**src/rtl/dmem_scan_display.sv**
```systemverilog
// -----------------------------------------------------------------------------
// dmem_scan_display
//
// Walks a window of data-memory words [START_ADDR..END_ADDR] through the read
// port of the dual-port BRAM and presents each word to the seven-segment
// controller. Scanning is armed once by the processor's instruction-done flag
// and then runs until reset.
//
// State sequence per word:  ISSUE -> WAIT (READ_LATENCY) -> HOLD -> ADVANCE
//
//   ISSUE    one cycle with the BRAM read enable high at the current address
//   WAIT     READ_LATENCY cycles; read data is captured on the last one
//   HOLD     display hold; behaviour set by mode_in (auto / step / freeze)
//   ADVANCE  one cycle; moves to the next address, wrapping at END_ADDR
//
// In auto mode the display period per word is 1 + READ_LATENCY + HOLD_CYCLES
// cycles. The ADVANCE cycle is counted as the last cycle of the hold, so HOLD
// itself lasts HOLD_CYCLES-1 cycles (minimum one cycle, so HOLD_CYCLES=1
// behaves like HOLD_CYCLES=2).
//
// A change of mode_in while in HOLD restarts the hold counter. The cycle in
// which the change is seen is itself a hold cycle, so returning to auto gives
// a full HOLD_CYCLES of HOLD before ADVANCE.
//
// val_out is combinational from the captured address/data pair and
// show_full_in, so toggling show_full_in never triggers a BRAM re-read.
// The address shown in split mode is the one the displayed data was read
// from, not the address currently being fetched, so the pair stays coherent.
// -----------------------------------------------------------------------------
module dmem_scan_display #(
  parameter int ADDR_WIDTH   = 10,
  parameter int DATA_WIDTH   = 32,
  parameter int READ_LATENCY = 2,
  parameter int HOLD_CYCLES  = 100000,
  parameter int START_ADDR   = 0,
  parameter int END_ADDR     = 9
) (
  input  logic                  clk_in,
  input  logic                  rst_n_in,
  input  logic                  arm_in,
  input  logic [1:0]            mode_in,
  input  logic                  step_in,
  input  logic                  show_full_in,
  output logic                  mem_en_out,
  output logic [ADDR_WIDTH-1:0] mem_addr_out,
  input  logic [DATA_WIDTH-1:0] mem_data_in,
  output logic [31:0]           val_out,
  output logic                  val_valid_out,
  output logic                  busy_out,
  output logic                  wrap_out
);

  // ---------------------------------------------------------------------------
  // Derived constants
  // ---------------------------------------------------------------------------
  // Latency counter runs 0 .. READ_LATENCY-1 inside WAIT.
  localparam int LAT_W = (READ_LATENCY > 1) ? $clog2(READ_LATENCY) : 1;
  // Hold counter runs 0 .. HOLD_CYCLES-2 inside HOLD (ADVANCE is the last
  // cycle of the hold period).
  localparam int HOLD_W      = (HOLD_CYCLES > 1) ? $clog2(HOLD_CYCLES) : 1;
  localparam int HOLD_LAST_I = (HOLD_CYCLES >= 2) ? (HOLD_CYCLES - 2) : 0;
  // Widths of the address and data fields that reach the 32-bit display word.
  localparam int AW16 = (ADDR_WIDTH < 16) ? ADDR_WIDTH : 16;
  localparam int DW32 = (DATA_WIDTH < 32) ? DATA_WIDTH : 32;

  localparam logic [LAT_W-1:0]      LAT_LAST  = LAT_W'(READ_LATENCY - 1);
  localparam logic [HOLD_W-1:0]     HOLD_LAST = HOLD_W'(HOLD_LAST_I);
  localparam logic [ADDR_WIDTH-1:0] START_A   = ADDR_WIDTH'(START_ADDR);
  localparam logic [ADDR_WIDTH-1:0] END_A     = ADDR_WIDTH'(END_ADDR);

  localparam logic [1:0] MODE_AUTO = 2'b00;
  localparam logic [1:0] MODE_STEP = 2'b01;

  typedef enum logic [2:0] {
    ST_IDLE    = 3'd0,
    ST_ISSUE   = 3'd1,
    ST_WAIT    = 3'd2,
    ST_HOLD    = 3'd3,
    ST_ADVANCE = 3'd4
  } state_t;

  // ---------------------------------------------------------------------------
  // Registers
  // ---------------------------------------------------------------------------
  state_t                  state_r;
  logic [ADDR_WIDTH-1:0]   addr_r;       // address being fetched
  logic [ADDR_WIDTH-1:0]   disp_addr_r;  // address of the displayed word
  logic [DATA_WIDTH-1:0]   data_r;       // displayed word
  logic [LAT_W-1:0]        lat_cnt_r;
  logic [HOLD_W-1:0]       hold_cnt_r;
  logic [1:0]              mode_q_r;     // mode_in from the previous cycle
  logic                    mem_en_r;
  logic                    valid_r;
  logic                    busy_r;
  logic                    wrap_r;

  // ---------------------------------------------------------------------------
  // Combinational helpers
  // ---------------------------------------------------------------------------
  logic                    mode_chg_s;
  logic                    at_end_s;
  logic [15:0]             addr16_s;
  logic [31:0]             data32_s;
  logic [31:0]             val_s;

  assign mode_chg_s = (mode_in != mode_q_r);
  assign at_end_s   = (addr_r == END_A);

  // Scan controller: state, counters, captured word and registered outputs.
  always_ff @(posedge clk_in or negedge rst_n_in) begin
    if (!rst_n_in) begin
      state_r     <= ST_IDLE;
      addr_r      <= START_A;
      disp_addr_r <= START_A;
      data_r      <= '0;
      lat_cnt_r   <= '0;
      hold_cnt_r  <= '0;
      mode_q_r    <= 2'b00;
      mem_en_r    <= 1'b0;
      valid_r     <= 1'b0;
      busy_r      <= 1'b0;
      wrap_r      <= 1'b0;
    end else begin
      // Single-cycle strobes default low; the state that needs them sets them.
      mode_q_r <= mode_in;
      mem_en_r <= 1'b0;
      wrap_r   <= 1'b0;

      case (state_r)
        ST_IDLE: begin
          // Armed once; arm_in is not looked at again until reset.
          if (arm_in) begin
            state_r  <= ST_ISSUE;
            mem_en_r <= 1'b1;
            busy_r   <= 1'b1;
          end else begin
            state_r  <= ST_IDLE;
          end
        end

        ST_ISSUE: begin
          lat_cnt_r <= '0;
          state_r   <= ST_WAIT;
        end

        ST_WAIT: begin
          if (lat_cnt_r == LAT_LAST) begin
            // BRAM output is valid in this cycle; capture it with its address.
            data_r      <= mem_data_in;
            disp_addr_r <= addr_r;
            valid_r     <= 1'b1;
            hold_cnt_r  <= '0;
            state_r     <= ST_HOLD;
          end else begin
            lat_cnt_r   <= lat_cnt_r + LAT_W'(1);
          end
        end

        ST_HOLD: begin
          case (mode_in)
            MODE_AUTO: begin
              if (mode_chg_s) begin
                // Just switched into auto: start a fresh hold period.
                hold_cnt_r <= '0;
              end else if (hold_cnt_r >= HOLD_LAST) begin
                hold_cnt_r <= '0;
                wrap_r     <= at_end_s;
                state_r    <= ST_ADVANCE;
              end else begin
                hold_cnt_r <= hold_cnt_r + HOLD_W'(1);
              end
            end

            MODE_STEP: begin
              // Counter parked at zero; only a step pulse moves on.
              hold_cnt_r <= '0;
              if (step_in) begin
                wrap_r  <= at_end_s;
                state_r <= ST_ADVANCE;
              end else begin
                state_r <= ST_HOLD;
              end
            end

            default: begin
              // Freeze (and the reserved encoding): counter paused, steps
              // ignored, no reads.
              if (mode_chg_s) begin
                hold_cnt_r <= '0;
              end else begin
                hold_cnt_r <= hold_cnt_r;
              end
            end
          endcase
        end

        ST_ADVANCE: begin
          if (at_end_s) begin
            addr_r <= START_A;
          end else begin
            addr_r <= addr_r + ADDR_WIDTH'(1);
          end
          mem_en_r <= 1'b1;
          state_r  <= ST_ISSUE;
        end

        default: begin
          state_r <= ST_IDLE;
        end
      endcase
    end
  end

  // Display word: split {address, low data half} or the full data word,
  // forced to zero until the first word has been captured.
  always_comb begin
    addr16_s             = 16'd0;
    addr16_s[AW16-1:0]   = disp_addr_r[AW16-1:0];
    data32_s             = 32'd0;
    data32_s[DW32-1:0]   = data_r[DW32-1:0];
    if (!valid_r) begin
      val_s = 32'd0;
    end else if (show_full_in) begin
      val_s = data32_s;
    end else begin
      val_s = {addr16_s, data32_s[15:0]};
    end
  end

  assign mem_en_out    = mem_en_r;
  assign mem_addr_out  = addr_r;
  assign val_out       = val_s;
  assign val_valid_out = valid_r;
  assign busy_out      = busy_r;
  assign wrap_out      = wrap_r;

endmodule
```
**config.mk**
```make
export PLATFORM = sky130hd
export DESIGN_NAME = dmem_scan_display
export DESIGN_NICKNAME = d
export VERILOG_FILES = /design/src/rtl/dmem_scan_display.sv
export SDC_FILE = /design/constraint.sdc
export NUM_CORES = 1
export LEC_CHECK = 0
export CORE_ASPECT_RATIO = 1.25
export CORE_MARGIN = 2
export CORE_UTILIZATION = 46
export DETAILED_ROUTE_END_ITERATION = 7
export GPL_TIMING_DRIVEN = 0
export PLACE_DENSITY = 0.77
export SLEW_MARGIN = 5
export SYNTH_ARGS = -nofsm -noshare
export SYNTH_HDL_FRONTEND = slang
export SYNTH_SLANG_ARGS = --single-unit
```
**constraint.sdc**
```tcl
create_clock -name clk_in -period 1.8 [get_ports clk_in]
set_input_delay 0.18 -clock clk_in [delete_from_list [all_inputs] [get_ports clk_in]]
set_output_delay 0.18 -clock clk_in [all_outputs]
set_load 0.05 [all_outputs]
```
Word-level counts from Yosys, hierarchy flattened
Cells that the tools add are included.
Word-level totals
  register bits: 79
  input port bits: 39
  word-level logic and storage cells: 60
  output and inout bits: 46
Operators by class
  muxes and demuxes: 25
  add/subtract/negate cells: 3
  reduce and logical (&&, ||, !) cells: 8
  equal/unequal tests: 12
  order comparisons: 1
Operators by type and width (count)
  $mux 17: 4
  $pmux 17 s2: 2
  $mux 32: 2
  $add 17x1->17 const B: 1
  $ge 17x17->1 const B: 1
  $pmux 3 s5: 1
  $mux 3: 4
  $add 10x1->10 const B: 1
  $eq 10x4->1 const B: 1
  $mux 10: 1
  $ne 3x3->1 const B: 3
  $mux 1: 7
  $eq 3x2->1 const B: 2
  $pmux 1 s2: 3
  $pmux 3 s2: 1
  $ne 4x4->1 const B: 1
  $reduce_and 2->1: 2
  $reduce_and 4->1: 1
  $reduce_bool 2->1: 2
  $eq 3x1->1 const B: 1
  $eq 3x3->1 const B: 1
  $logic_not 3->1: 1
  $reduce_and 3->1: 1
  $eq 2x1->1 const B: 1
  other kinds (4): 4

Longest topological paths before layout
  depth in word-level cells: 5
  depth in mapped cells: 8
  depth with buffers taken out: 7

Worst setup path after synthesis
Ideal clock, no wire load.
  path kind: reg-to-output
  start point: register valid_r (netlist: val_valid_out)
  end point: output val_out[16]
  cell stages (with the launch flop): 3
  data required time: 1620 ps
  arrival time: 1656 ps
  buffers on the path: 1
  slack: -36 ps
  cell sequence: dfrtp_1 clkbuf_1 nor2b_1
On the way
  cells in the longest elaborated chain, start to end: 1
Ends and longest elaborated chain
  start: declaration: RTL line 93  | logic valid_r;
  start signal: assignment: RTL line 120  | valid_r <= 1'b0;
  start signal: assignment: RTL line 151  | valid_r <= 1'b1;
  $mux 32: RTL line 221  | if (!valid_r) begin
  end: declaration: RTL line 47  | output logic [31:0] val_out,
No other way between the ends.

Final worst setup path
  start point: register hold_cnt_r[0]
  end point: register hold_cnt_r[12]
On the way
  cells in the longest elaborated chain, start to end: 5
  elaborated cells between the ends (all ways): 6
  those cells by class: add/sub: 1; order compare: 1; mux: 4
Ends and longest elaborated chain
  start: declaration: RTL line 90  | logic [HOLD_W-1:0] hold_cnt_r;
  start signal: assignment: RTL line 170  | hold_cnt_r <= hold_cnt_r + HOLD_W'(1);
  start signal: assignment: RTL line 191  | hold_cnt_r <= hold_cnt_r;
  $add 17x1->17 or $ge 17x17->1 (tied branches): RTL line 170, 165
  $mux 17 (*): RTL line 165  | end else if (hold_cnt_r >= HOLD_LAST) begin
  $mux 17 (*): RTL line 162  | if (mode_chg_s) begin
  $pmux 17 s2 (*): RTL line 160  | case (mode_in)
  $pmux 17 s2 (*): RTL line 129  | case (state_r)
Mark *: on every way between the ends. The rest lies on a longest branch, timed or not.
A chain may end at the register's enable or synchronous reset.

==> results.md <==
- Status: finished, violations left
- Failing checks: setup timing
- Mean Syn Cell Area: 10.96 µm²
- IO buf count: 83
- Fin crit share: 1.025
- Post-synth net total: 390
- CP required: 2030 ps
- Int Pwr: 4068 µW
- Die width: 85.33 µm
- CTS max path bufs: 2
- Seq/Total Area, Yosys: 0.5197
- NetSw: 3041 µW
- Post-route ant nets: 0
- Die span in y: 105.7 µm
- Die ar.: 0.009016 mm²
- CP max-delay cell: dfrtp_1
- GRT overflow: 0
- Syn Inst Count: 347
- CP arrival: 2080 ps
- Top delay family on crit path: compound AO/OA/AOI/OAI gates
- Switching Share: 0.4278
- Final Core Density: 0.6196
- RSZ-0062 raised after global routing: yes
- Slowest Stage Delay on Critical Path: 400 ps
- I/O Pins: 85
- CP Capture Type: flip-flop
- Max VDD drop: 1109 µV
- Worst Path Class, Setup: reg -> reg
- Crit-path max FO: 6
- Syn-to-layout area delta: 32.73%
- H-tree depth: 3
- PnR worst setup slack: -44.80 ps
- Placer Congestion: 0.8384
- Vias in the first global route: 2987
- CTS tree: done
- Wire length per cell: 16.07 µm
- DRC viols: 0
- # fillers: 694
- Post-placement cell area: 0.004798 mm²
- Final setup fails: 5
- Detail Placement HPWL: 6.282 mm
- Clock root buffer: clkbuf_8
- Ys flop type: dfrtp_1
- Max Clk Rate: 542.1 MHz
- Worst min path class: in -> async
- Unique masters post-synth: 42
- CP bufs+invs: 3
- # nets final: 491
- Largest net degree at the start of global routing: 42
- Lkg Pwr: 0.002305 µW
- Vias: 2942
- Top cell type's share of synthesized area: 0.5197
- Vias per inst: 5.349
- Ys async rst share: 1.000
- Initial antenna violation count: 0
- Total GRT Usage: 0.1933
- Clock group share of total power: 0.168
- Largest area contributor in the synthesized netlist: dfrtp_1
- Endpoints failing hold: 0
- Top cells by area, synth: dfrtp_1 52%, mux2_2 12%, mux2i_1 3.2%
- DR pass1 iterations: 4
- Most common cell after layout, fill and taps aside: dfrtp_1
- Synthesis Warnings: 0
- Synthesized flop and latch total: 79
- Worst Skew: 10.78 ps
- Num rows: 37
- Wire length of the first global-routing pass: 13.86 mm
- Layout cells sized above 1: 0.3201
- Worst-margin pin slew: 540.4 ps
- Post-synth EDFFs: 0
- TritonCTS buffer count: 9
- Max_slew headroom: 0.6397
- CP Launch Type: flip-flop
- Design area: 0.005049 mm²
- CTS sink count: 79
- Initial Utilization: 0.4668
- Min Tclk post-route: 1845 ps
- Flop pwr share: 0.351
- Clk slew on worst S/H paths: 80 ps
- Cell area power density: 1408 mW/mm²
- Core Footprint: 0.008148 mm²
- Diodes inserted: 0
- Mapped Area: 0.003804 mm²
- Clock Latency Late Sink: 350 ps
- Part of the power in combinational logic: 0.481
- Critical path, cell by cell: inv_2, ha_4, nor2_4, o311a_4, o31a_1, buf_6, buf_6, a22o_1
- Instance count on the critical path: 8
- Crit path top cell by count: buf_6
- Total Wirelength: 8.841 mm
- Max-slew violation count: 0
- Maxcap violations: 0
- Drt initial violations: 110
- Cells on worst reg2reg path: 8
- Most frequent cells in the layout: 77 x dfrtp_1, 42 x mux2_2, 39 x clkdlybuf4s50_1, 32 x buf_2, 28 x nand2_1
-- cell families (layout without fill, tap and decap cells) --
logic type                 after synthesis  in the layout  share of synthesized area
DFF                                     79             79                     0.5197
adders and majority gates                4              4                    0.01316
and+or+nand+nor                        128            128                     0.1730
muxes                                   54             54                     0.1559
AOI/OAI and AO/OA                       44             44                    0.07599
xor gates and xnor gates                16             16                    0.03684
buffers and inverters                   22            128                    0.02533
-- what timing repair did --
item | CTS | global route
setup buffers | 1 | 7
gates resized for setup | 115 | 86
hold buffers | 1 | 0
hold endpoints to repair | 40 | 0
setup endpoints to repair | 97 | 80
pin swaps | 0 | 11
-- final timing paths --
check,slack (ps),from,to
worst max register to register,-40,hold_cnt_r[0],hold_cnt_r[12]
max in group asynchronous,840,rst_n_in,busy_out
worst min register to register,470,busy_out,busy_out
worst max-delay path,-40,hold_cnt_r[0],hold_cnt_r[12]
worst min-delay path,350,rst_n_in,data32_s[11]
min in group clk_in,440,mem_data_in[10],data32_s[10]
-- flip-flops by register name, indices dropped and copies added (netlist names) --
name	cells
lat_cnt_r	1
state_r	3
hold_cnt_r	17
mem_addr_out	10
data32_s	32
disp_addr_r	10
mem_en_out	1
busy_out	1
val_valid_out	1
wrap_out	1
mode_q_r	2
-- synth_stat cells, drive strengths merged, types with 2 or more instances --
master	instances
a21o	3
a21oi	8
a31oi	2
and2	18
and3	8
and4	2
buf	7
clkbuf	7
dfrtp	79
ha	4
inv	8
mux2	42
mux2i	12
nand2	30
nand3	11
nand4	5
nor2	23
nor2b	11
nor3	11
nor4	3
o211a	2
o21a	3
o21ai	17
o31ai	2
or2	2
xnor2	10
xor2	6
-- metal layers --
metal	wire length, µm	share of wire	vias up	track usage
li1	-	-	1410	-
met1	3681	0.42	1418	0.2166
met2	4484	0.51	97	0.3477
met3	482	0.055	17	0.04699
met4	193	0.022	0	0.07596
met5	0	0	-	0
-- power by group through the flow --
stage                     sequential [µW]  clock, µW  combinational [µW]
after floorplan                      2530          0                2470
after global placement               2470          0                3590
after detailed placement             2510          0                3670
after CTS                            2470       1220                3630
after global routing                 2570       1300                3610
final                                2500       1190                3420
-- final cells by class --
cell class	instances	area [µm²]	share of cell area
plain buffers	11	62.56	0.01239
clock buffers	13	158.9	0.03147
clock inverters	3	17.52	0.003470
inverters	8	30.03	0.005948
multi-input cells	246	1896	0.3755
flip-flops and latches	79	1979	0.3921
well taps	97	121.4	0.02404
repair buffers	93	783.3	0.1551
-- through the flow --
stage | power [µW] | hold WS [ps] | setup slack [ps] | instances | setup TNS (ps)
finish | 7109 | 351.4 | -44.80 | 550 | -168.7
detailed placement | 6179 | 199.6 | -472.4 | 528 | -17670
global route | 7479 | 399.0 | -140.9 | 550 | -717.1
global placement | 6065 | 457.9 | -2179 | 527 | -187670
CTS | 7319 | 366.2 | -69.52 | 546 | -112.7
floorplan | 5001 | -115.6 | 35.91 | 347 | 0
Note: power is estimated with default switching activity, not from simulation.
